File: src/rtl/slice_frame_pkg.sv
`default_nettype none
// ============================================================================
// Module      : slice_frame_pkg
// Description : Shared constants and types for the slice frame controller.
// Revision    : 1.0 - initial release
// ============================================================================
package slice_frame_pkg;

    localparam int LANES = 64;
    localparam int W     = 25;
    localparam int AW    = 6;

    typedef logic [AW:0] cnt7_t;

    localparam cnt7_t c_LANES_CNT = cnt7_t'(LANES);

    typedef enum logic [2:0] {
        ST_IDLE   = 3'd0,
        ST_LOAD   = 3'd1,
        ST_RUN    = 3'd2,
        ST_UNLOAD = 3'd3,
        ST_FIN    = 3'd4
    } state_e;

endpackage
`default_nettype wire

File: src/rtl/slice_frame_ctrl_if.sv
`default_nettype none
// ============================================================================
// Module      : slice_frame_ctrl_if
// Description : Host load/unload streams plus encoder memory port.
// Revision    : 1.0 - initial release
// ============================================================================
interface slice_frame_ctrl_if;
    import slice_frame_pkg::*;

    logic           in_valid;
    logic           in_ready;
    logic [W-1:0]   in_data;
    logic           out_valid;
    logic           out_ready;
    logic [W-1:0]   out_data;
    logic           enc_start;
    logic           enc_done;
    cnt7_t          enc_cnt;
    logic [W-1:0]   enc_line;
    logic           enc_wr_en;
    logic [W-1:0]   enc_wr_val;

    // master: host and encoder side; slave: the controller
    modport master (
        output in_valid, in_data, out_ready, enc_done, enc_cnt, enc_wr_en, enc_wr_val,
        input  in_ready, out_valid, out_data, enc_start, enc_line
    );

    modport slave (
        input  in_valid, in_data, out_ready, enc_done, enc_cnt, enc_wr_en, enc_wr_val,
        output in_ready, out_valid, out_data, enc_start, enc_line
    );

endinterface
`default_nettype wire

File: src/rtl/lane_ram.sv
`default_nettype none
// ============================================================================
// Module      : lane_ram
// Description : Lane storage, one synchronous write port, one async read port.
// Revision    : 1.0 - initial release
// ============================================================================
module lane_ram
    import slice_frame_pkg::*;
#(
    parameter int DEPTH  = LANES,
    parameter int WIDTH  = W,
    parameter int AWIDTH = AW
) (
    input  wire                 clk,
    input  wire                 i_we,
    input  wire  [AWIDTH-1:0]   i_waddr,
    input  wire  [WIDTH-1:0]    i_wdata,
    input  wire  [AWIDTH-1:0]   i_raddr,
    output logic [WIDTH-1:0]    o_rdata
);

    logic [WIDTH-1:0] r_mem [DEPTH];

    always_ff @(posedge clk) begin
        if (i_we) begin
            r_mem[i_waddr] <= i_wdata;
        end
    end

    assign o_rdata = r_mem[i_raddr];

endmodule
`default_nettype wire

File: src/rtl/slice_frame_ctrl.sv
`default_nettype none
// ============================================================================
// Module      : slice_frame_ctrl
// Description : Loads a 64-lane frame, serves the encoder, unloads its result.
// Revision    : 1.0 - initial release
// ============================================================================
module slice_frame_ctrl
    import slice_frame_pkg::*;
(
    input  wire                 clk,
    input  wire                 rst,
    slice_frame_ctrl_if.slave   bus,
    output logic                busy,
    output logic                frame_done,
    output logic                overflow
);

    localparam logic [2:0] c_IDLE   = ST_IDLE;
    localparam logic [2:0] c_LOAD   = ST_LOAD;
    localparam logic [2:0] c_RUN    = ST_RUN;
    localparam logic [2:0] c_UNLOAD = ST_UNLOAD;
    localparam logic [2:0] c_FIN    = ST_FIN;

    localparam logic [AW-1:0] c_LAST_LANE = AW'(LANES - 1);

    logic [2:0]     r_state;
    logic [AW-1:0]  r_ld_ptr;
    cnt7_t          r_wr_cnt;
    cnt7_t          r_rd_ptr;
    logic           r_done_q;
    logic           r_overflow;

    logic           w_run;
    logic           w_unload;
    logic           w_in_hs;
    logic           w_out_hs;
    logic           w_cap;
    logic           w_drop;
    logic           w_done_rise;
    cnt7_t          w_wr_cnt_nxt;
    logic [AW-1:0]  w_enc_raddr;
    logic [W-1:0]   w_in_rdata;
    logic [W-1:0]   w_out_rdata;
    logic           w_unused;

    assign w_run    = (r_state == c_RUN);
    assign w_unload = (r_state == c_UNLOAD);

    assign bus.in_ready = rst && ((r_state == c_IDLE) || (r_state == c_LOAD));
    assign w_in_hs      = bus.in_valid && bus.in_ready;
    assign w_out_hs     = w_unload && bus.out_ready;

    assign w_cap        = w_run && bus.enc_wr_en && (r_wr_cnt < c_LANES_CNT);
    assign w_drop       = w_run && bus.enc_wr_en && (r_wr_cnt == c_LANES_CNT);
    assign w_wr_cnt_nxt = r_wr_cnt + cnt7_t'(w_cap);
    assign w_done_rise  = w_run && bus.enc_done && !r_done_q;

    // Prefetch one lane ahead; the 6-bit wrap makes lane 63 serve lane 0
    assign w_enc_raddr  = bus.enc_cnt[AW-1:0] + AW'(1);
    assign w_unused     = bus.enc_cnt[AW];

    lane_ram u_in_mem (
        .clk     (clk),
        .i_we    (w_in_hs),
        .i_waddr (r_ld_ptr),
        .i_wdata (bus.in_data),
        .i_raddr (w_enc_raddr),
        .o_rdata (w_in_rdata)
    );

    lane_ram u_out_mem (
        .clk     (clk),
        .i_we    (w_cap),
        .i_waddr (r_wr_cnt[AW-1:0]),
        .i_wdata (bus.enc_wr_val),
        .i_raddr (r_rd_ptr[AW-1:0]),
        .o_rdata (w_out_rdata)
    );

    assign bus.enc_start = w_run;
    assign bus.enc_line  = w_run ? w_in_rdata : '0;
    assign bus.out_valid = w_unload;
    assign bus.out_data  = w_unload ? w_out_rdata : '0;
    assign busy          = (r_state != c_IDLE);
    assign frame_done    = (r_state == c_FIN);
    assign overflow      = r_overflow;

    always_ff @(posedge clk or negedge rst) begin
        if (!rst) begin
            r_state    <= c_IDLE;
            r_ld_ptr   <= '0;
            r_wr_cnt   <= '0;
            r_rd_ptr   <= '0;
            r_done_q   <= 1'b0;
            r_overflow <= 1'b0;
        end else begin
            // Tracks enc_done in every state so a level held from before RUN is no edge
            r_done_q <= bus.enc_done;
            case (r_state)
                c_IDLE: begin
                    if (w_in_hs) begin
                        r_ld_ptr   <= AW'(1);
                        r_wr_cnt   <= '0;
                        r_rd_ptr   <= '0;
                        r_overflow <= 1'b0;
                        r_state    <= c_LOAD;
                    end
                end
                c_LOAD: begin
                    if (w_in_hs) begin
                        r_ld_ptr <= r_ld_ptr + AW'(1);
                        if (r_ld_ptr == c_LAST_LANE) begin
                            r_state <= c_RUN;
                        end
                    end
                end
                c_RUN: begin
                    r_wr_cnt <= w_wr_cnt_nxt;
                    if (w_drop) begin
                        r_overflow <= 1'b1;
                    end
                    if (w_done_rise) begin
                        r_state <= (w_wr_cnt_nxt != '0) ? c_UNLOAD : c_FIN;
                    end
                end
                c_UNLOAD: begin
                    if (w_out_hs) begin
                        r_rd_ptr <= r_rd_ptr + cnt7_t'(1);
                        if (r_rd_ptr == (r_wr_cnt - cnt7_t'(1))) begin
                            r_state <= c_FIN;
                        end
                    end
                end
                c_FIN: begin
                    r_state <= c_IDLE;
                end
                default: begin
                    r_state <= c_IDLE;
                end
            endcase
        end
    end

endmodule
`default_nettype wire

File: src/flat_wrapper.sv
// flat-port wrapper written by rule: the top's interface ports become plain ports
module slice_frame_ctrl_flat import slice_frame_pkg::*;
  (clk, rst, busy, frame_done, overflow, bus_in_valid, bus_in_data, bus_out_ready, bus_enc_done, bus_enc_cnt, bus_enc_wr_en, bus_enc_wr_val, bus_in_ready, bus_out_valid, bus_out_data, bus_enc_start, bus_enc_line);
  slice_frame_ctrl_if bus_i ();
  input  wire clk;
  input  wire rst;
  output logic busy;
  output logic frame_done;
  output logic overflow;
  input wire logic [$bits(bus_i.in_valid)-1:0] bus_in_valid;
  input wire logic [$bits(bus_i.in_data)-1:0] bus_in_data;
  input wire logic [$bits(bus_i.out_ready)-1:0] bus_out_ready;
  input wire logic [$bits(bus_i.enc_done)-1:0] bus_enc_done;
  input wire logic [$bits(bus_i.enc_cnt)-1:0] bus_enc_cnt;
  input wire logic [$bits(bus_i.enc_wr_en)-1:0] bus_enc_wr_en;
  input wire logic [$bits(bus_i.enc_wr_val)-1:0] bus_enc_wr_val;
  output wire logic [$bits(bus_i.in_ready)-1:0] bus_in_ready;
  output wire logic [$bits(bus_i.out_valid)-1:0] bus_out_valid;
  output wire logic [$bits(bus_i.out_data)-1:0] bus_out_data;
  output wire logic [$bits(bus_i.enc_start)-1:0] bus_enc_start;
  output wire logic [$bits(bus_i.enc_line)-1:0] bus_enc_line;
  assign bus_i.in_valid = bus_in_valid;
  assign bus_i.in_data = bus_in_data;
  assign bus_i.out_ready = bus_out_ready;
  assign bus_i.enc_done = bus_enc_done;
  assign bus_i.enc_cnt = bus_enc_cnt;
  assign bus_i.enc_wr_en = bus_enc_wr_en;
  assign bus_i.enc_wr_val = bus_enc_wr_val;
  assign bus_in_ready = bus_i.in_ready;
  assign bus_out_valid = bus_i.out_valid;
  assign bus_out_data = bus_i.out_data;
  assign bus_enc_start = bus_i.enc_start;
  assign bus_enc_line = bus_i.enc_line;
  slice_frame_ctrl u_core (.clk(clk), .rst(rst), .bus(bus_i), .busy(busy), .frame_done(frame_done), .overflow(overflow));
endmodule
File: config.mk
export PLATFORM = sky130hd
export DESIGN_NAME = slice_frame_ctrl_flat
export DESIGN_NICKNAME = d
export VERILOG_FILES = /design/src/rtl/slice_frame_pkg.sv /design/src/rtl/slice_frame_ctrl_if.sv /design/src/rtl/lane_ram.sv /design/src/rtl/slice_frame_ctrl.sv /design/src/flat_wrapper.sv
export SDC_FILE = /design/constraint.sdc
export NUM_CORES = 2
export LEC_CHECK = 0
export ABC_AREA = 1
export BUFFER_PORTS_ARGS = -buffer_cell sky130_fd_sc_hd__buf_2
export CAP_MARGIN = 20
export CELL_PAD_IN_SITES_DETAIL_PLACEMENT = 1
export CELL_PAD_IN_SITES_GLOBAL_PLACEMENT = 1
export CORE_MARGIN = 1.5
export CORE_UTILIZATION = 30
export DETAILED_ROUTE_END_ITERATION = 8
export PLACE_DENSITY_LB_ADDON = 0.1
export SLEW_MARGIN = 20
export SYNTH_ARGS = -nofsm -noshare
export SYNTH_HDL_FRONTEND = slang
export SYNTH_SLANG_ARGS = --single-unit
File: constraint.sdc
create_clock -name clk -period 4 [get_ports clk]
set_clock_uncertainty 0.05 [all_clocks]
set_input_delay 0.4 -clock clk [delete_from_list [all_inputs] [get_ports clk]]
set_output_delay 0.4 -clock clk [all_outputs]
set_load 0.005 [all_outputs]
# Word-level counts from Yosys, hierarchy flattened
# Memories as Yosys holds them, arrays and structs flattened.
# Index checks and enable logic that the tools add are counted.
word_totals:
  out_inout_bits: 56
  reg_bits: 25
  inputBits: 63
  memories: 2
  wordCells: 73
  ramBits: 3200
memory_table:
  columns: ["memory", "depth", "width", "rd", "rd_ports_with_merged_regs", "write_ports", "line", "source"]
  rows:
  - ["u_core.u_in_mem.r_mem", 64, 25, 1, 0, 1, "lane_ram.sv:22", "logic [WIDTH-1:0] r_mem [DEPTH];"]
  - ["u_core.u_out_mem.r_mem", 64, 25, 1, 0, 1, "lane_ram.sv:22", null]
classes:
  reduce_logical: 21
  n_lt_le_gt_ge: 1
  add_sub_neg: 5
  eq_ne: 14
  mux: 24
op_table:
  columns: ["operator", "n"]
  rows:
  - ["2-to-1 mux 25 bit", 2]
  - ["one-hot mux 7 bit (2 select lines)", 2]
  - ["2-to-1 mux 3 bit", 7]
  - ["2-to-1 mux 7 bit", 2]
  - ["inequality test 2 bit (second input constant)", 7]
  - ["adder 6 x 1 -> 6 bit (second input constant)", 2]
  - ["2-to-1 mux 6 bit", 2]
  - ["one-hot mux 3 bit (4 select lines)", 1]
  - ["one-hot mux 6 bit (2 select lines)", 1]
  - ["AND reduction 3 bit", 3]
  - ["logical AND 1 bit", 8]
  - ["adder 7 x 1 -> 7 bit", 1]
  - ["adder 7 x 1 -> 7 bit (second input constant)", 1]
  - ["equality test 7 bit", 1]
  - ["equality test 7 bit (second input constant)", 1]
  - ["< comparator 7 bit (second input constant)", 1]
  - ["nonzero test 7 bit", 1]
  - ["subtractor 7 x 1 -> 7 bit (second input constant)", 1]
  - ["equality test 3 x 2 -> 1 bit (second input constant)", 2]
  - ["equality test 6 bit (second input constant)", 1]
  - ["2-to-1 mux 1 bit", 6]
  - ["AND reduction 6 bit", 1]
  - ["nonzero test 2 bit", 3]
  - ["equality test 3 x 1 -> 1 bit (second input constant)", 1]
  - ["other kinds (7)", 7]

# Depth between registers and ports, before layout
logic_depth:
  depth_word: 8
  ltp_mapped: 17
  ltp_nobuf: 17

# Modules after synthesis
# From an unflattened synthesis, not the netlist that was laid out.
hier_totals:
  hier_cells: 11178
  hier_area_um2: 132545.9
by_module_without_submodules:
  columns: ["module", "seq_area_each_um2", "instances", "area_per_inst_um2", "cells_each"]
  rows:
  - ["lane_ram", 48046.1, 2, 65231.3, 5418]
  - ["slice_frame_ctrl", 625.6, 1, 2083.2, 342]

# Worst setup path after synthesis
# OpenSTA, ideal clock, no wires.
synth_timing:
  kind: "register -> register"
  start: "register u_core.r_ld_ptr[2]"
  end: "memory u_core.u_in_mem.r_mem[63][0] in the netlist's numbering, enable pin"
  setup_time_ns: 0.441
  arrival_time_ns: 2.762
  required_time_ns: 3.509
  n_path_buf: 0
  path_stages_with_launch: 7
  setup_slack_ns: 0.747
  synth_period_minus_slack_ns: 3.253
  path_cell_list: "dfrtp_1 -> inv_1 -> nor3_1 -> inv_1 -> nor2_1 -> inv_1 -> nor3_1"
synth_rtl:
  columns: ["item", "line", "source"]
  rows:
  - ["start, declared", "slice_frame_ctrl.sv:27", "logic [AW-1:0] r_ld_ptr;"]
  - ["start signal, assigned", "slice_frame_ctrl.sv:111", "r_ld_ptr <= r_ld_ptr + AW'(1);"]
  - ["end, declared", "lane_ram.sv:22", null]
# Straight into the memory's write port.

# Final worst setup path
layout_timing:
  start: "register u_core.r_rd_ptr[0]"
  end: "output port bus_out_data[24]"
layout_via:
  elab_chain_cells: 2
layout_lines:
  columns: ["item", "line", "source"]
  rows:
  - ["start, declared", "slice_frame_ctrl.sv:29", "cnt7_t r_rd_ptr;"]
  - ["start signal, assigned", "slice_frame_ctrl.sv:128", "r_rd_ptr <= r_rd_ptr + cnt7_t'(1);"]
  - ["memory (64 x 25 bit)", null, null]
  - ["2-to-1 mux 25 bit", "slice_frame_ctrl.sv:83", "assign bus.out_data = w_unload ? w_out_rdata : '0;"]
  - ["end, declared", "flat_wrapper.sv:19", "output wire logic [$bits(bus_i.out_data)-1:0] bus_out_data;"]
# Every way passes these cells.

==> reports/results.ini <==
[floorplanning]
rows = 244
fp.dieW_um = 670
dieArea_um2 = 449000
initial_core_util_pct = 30.2
die-height_um = 670
core_um2 = 442000
io_pins = 119

[grt]
globalRouteMet2Util_pct = 35.4
grt_start_max_net_pins = 130
grt-ovfl-total = 0
grt_pass1_wl_um = 706000
gr-usage-met1_pct = 30.8
grt_pass1_vias = 94300
antenna_found_initial = 37
grt_use_total_pct = 21.7
top_usage_layer = met2
met3_usage_pct = 2.13

[critical_path]
r2r_setup_slack_ps = 840
rr_endpoint = u_core.u_out_mem.r_mem[56][21]
worstPathRequired_ps = 3550
critPathLaunchType = register
r2r_cells = 11
reg2reg_from = u_core.r_state[2]
slowest_stage = dfrtp_4
worst_ep_arrival_time_ps = 3540
cp_cell_sequence = buf_12 > clkinv_16 > buf_16 > bufbuf_16 > nand2_1 > nand3_1 > nand3_1 > nand2_1 > nor2_2 > nand2_1 > nand3_1 > a21oi_1 > buf_4 > buf_2
crit_path_max_incr_delay_ps = 440
cp_max_fo = 18
cp-end-kind = primary output
criticalPathCategory = reg -> out

[route]
drcViolationCount = 0
antenna_left = 0
dr.pass1.iters = 5
viasPerCell = 4.93
num_vias = 92300
drtIter0Drc = 7360
wl_per_cell_um = 26.7
wirelength_um = 500000

[sta]
final-hold-violation-count = 0
tightest_slew_ps = 1160
rsz0062_at_grt = yes
post-route-min-period_ps = 3990
max-slew-margin-rel_pct = 22.6
fin_crit_sh_pct = 99.6
final-max-slew-violation-count = 0
setup-violations-final = 0
max_freq_mhz = 251
holdWs_ps = 37.0
setup_tns_ps = 0

[clocking]
clk_root_buffer_cell = clkbuf_16
numCtsBuffers = 381
clkTransAtPathRegs_ps = 60
cts_htree_levels = 5
cts_tree = done
clock-sinks = 3225
clk_path_buf_depth = 4
clk_latency_ps = 930

[cells_and_area]
drive_gt1_share_pct = 12.8
final_nets = 12600
fin_area_um2 = 160000
fillCellCount = 47600
area_delta_synth_final_pct = 19.8
layout.cells.non_filler = 18700
final_core_util_pct = 36.2

[run_status]
status = finished clean

[placement]
gp_congestion = 0.818
dp.cells = 17900
port_buffers = 117
placed_cell_area_um2 = 145000
dp_hpwl_um = 290000

[power_and_ir_drop]
p_leak_nw = 59.7
powerDensity_nw_per_um2 = 569
peakVddDrop_uv = 409

[logic_synthesis]
syn_area_per_cell_um2 = 11.1
ys_types = 33
ys_seq_area_share_pct = 72.4
ys_ff_latch = 3225
synthCells = 12000
synth_nets = 12100
yosysWarnings = 0
syn_area_um2 = 134000

[min_path]
min-delay-start = bus_enc_wr_val[23]
holdPathStages = 1
hold_end = u_core.u_out_mem.r_mem[17][23]
worstHoldPathType = in -> reg

[job]
maxCapViolCount = 0

[Yosys cell counts]
| cell type | count | area (µm²) |
|---|---|---|
| nand4_1 | 5 | 31.3 |
| or2_2 | 12 | 75.1 |
| inv_4 | 1 | 6.26 |
| nor3b_1 | 2 | 15.0 |
| nor2_1 | 1345 | 5050 |
| dfrtp_1 | 25 | 626 |
| nand2_1 | 4022 | 15100 |
| o21ai_1 | 62 | 310 |
| nand3_1 | 1396 | 6990 |
| xor2_2 | 1 | 16.3 |
| o21ai_0 | 563 | 2820 |
| buf_2 | 280 | 1400 |
| ha_1 | 6 | 75.1 |
| nor3_2 | 1 | 10.0 |
| o211a_1 | 1 | 10.0 |
| clkinv_1 | 8 | 30.0 |
| inv_1 | 539 | 2020 |
| nor2_2 | 5 | 31.3 |
| buf_6 | 11 | 124 |
| clkbuf_1 | 263 | 987 |
| nand3b_1 | 1 | 7.51 |
| nand3_2 | 1 | 10.0 |
| o22ai_1 | 5 | 31.3 |
| edfxtp_1 | 3200 | 96100 |
| inv_2 | 7 | 26.3 |
| xor2_1 | 12 | 105 |
| o211ai_1 | 43 | 323 |
| nor3_1 | 9 | 45.0 |
| buf_4 | 71 | 533 |
| xnor2_1 | 4 | 35.0 |
| a21oi_1 | 75 | 375 |
| a211oi_1 | 1 | 7.51 |
| buf_1 | 59 | 221 |
[worst max-delay path, delay by kind of cell, from the launching register on]
family	cells	cell delay, ps
buffers and inverters	6	1180
DFF	1	440
and+or+nand+nor	7	850
AOI/OAI and AO/OA	1	90
[registers in the layout, indices dropped and copies added (netlist names)]
signal,cells
u_core.r_state,3
u_core.r_ld_ptr,6
u_core.u_in_mem.r_mem,1600
u_core.r_done_q,1
u_core.u_out_mem.r_mem,1600
u_core.overflow,1
u_core.r_rd_ptr,7
u_core.r_wr_cnt,7
[area by class of cell]
cell class	count	area [µm²]	area share [%]
repair buffers	763	8440	5.28
flip-flops and latches	3225	96700	60.5
clock buffers	495	10200	6.35
inverters	555	2180	1.36
multi-input cells	7572	33300	20.8
repair inverters	5	58.8	0.0368
well taps	5904	7390	4.62
clock inverters	190	1610	1.01
diodes	18	45.0	0.0282
[cells by family (layout without fill, tap and decap cells)]
kind of cell | after synthesis | count (layout) | share of synthesized area [%]
buffers and inverters | 1239 | 2008 | 4.01
XOR/XNOR | 17 | 17 | 0.117
other | 0 | 18 | 0
AO/OA/AOI/OAI | 750 | 750 | 2.90
flip-flops | 3225 | 3225 | 72.4
AND/OR/NAND/NOR | 6799 | 6799 | 20.5
adder cells (fa/ha/maj) | 6 | 6 | 0.0562
[layout by cell type, fill, tap and decap left out, drive strengths merged, types with 2 or more instances in the layout]
cell type	count
nor3	10
diode	18
buf	708
nor3b	2
ha	6
a21oi	75
bufbuf	17
o21ai	625
dfrtp	25
xor2	13
bufinv	19
nor2	1350
nand3	1397
clkbuf	504
inv	555
clkinv	166
xnor2	4
nand2	4022
nand4	5
dlygate4sd3	29
o22ai	5
clkinvlp	10
edfxtp	3200
o211ai	43
or2	12
[where the power goes]
part / leakage (nW) / internal, W / switching (W)
clock network: 5.72 / 0.0191 / 0.0144
logic: 24.8 / 0.00628 / 0.0136
registers: 29.1 / 0.0375 / 0.000181
[layer usage]
layer / part of all wire, % / vias to the layer above
met4: 2.8 / 0
met1: 46 / 47900
met2: 47 / 1995
met3: 4.3 / 603
met5: 0 / -
li1: - / 41800
[timing repair]
item | in CTS | in global routing
pin swaps | 17 | 27
buffers inserted | 30 | 10
setup endpoints to repair | 25 | 25
resized for setup | 295 | 130
cloned | 35 | 11
hold endpoints to repair | 536 | 67
hold buffers | 26 | 3
[worst max path at each step]
stage | from | endpoint | slack (ps)
after floorplan | u_core.r_ld_ptr[2] | u_core.u_in_mem.r_mem[63][0] | 750
after global placement | bus_enc_cnt[0] | bus_enc_line[12] | 140
after detailed placement | bus_enc_cnt[0] | bus_enc_line[12] | 140
after CTS | u_core.r_rd_ptr[0] | bus_out_data[3] | -70
after global routing | u_core.r_rd_ptr[0] | bus_out_data[24] | -100
final | u_core.r_rd_ptr[0] | bus_out_data[24] | 10
[through the flow]
step	worst slack [ps]	power (W)
2_1_floorplan	747	0.0472
3_3_place_gp	137	0.0550
3_5_place_dp	138	0.0552
4_1_cts	-65.1	0.0913
5_1_grt	-95.0	0.0945
6_report	14.8	0.0910
(Power assumes the default switching activity.)
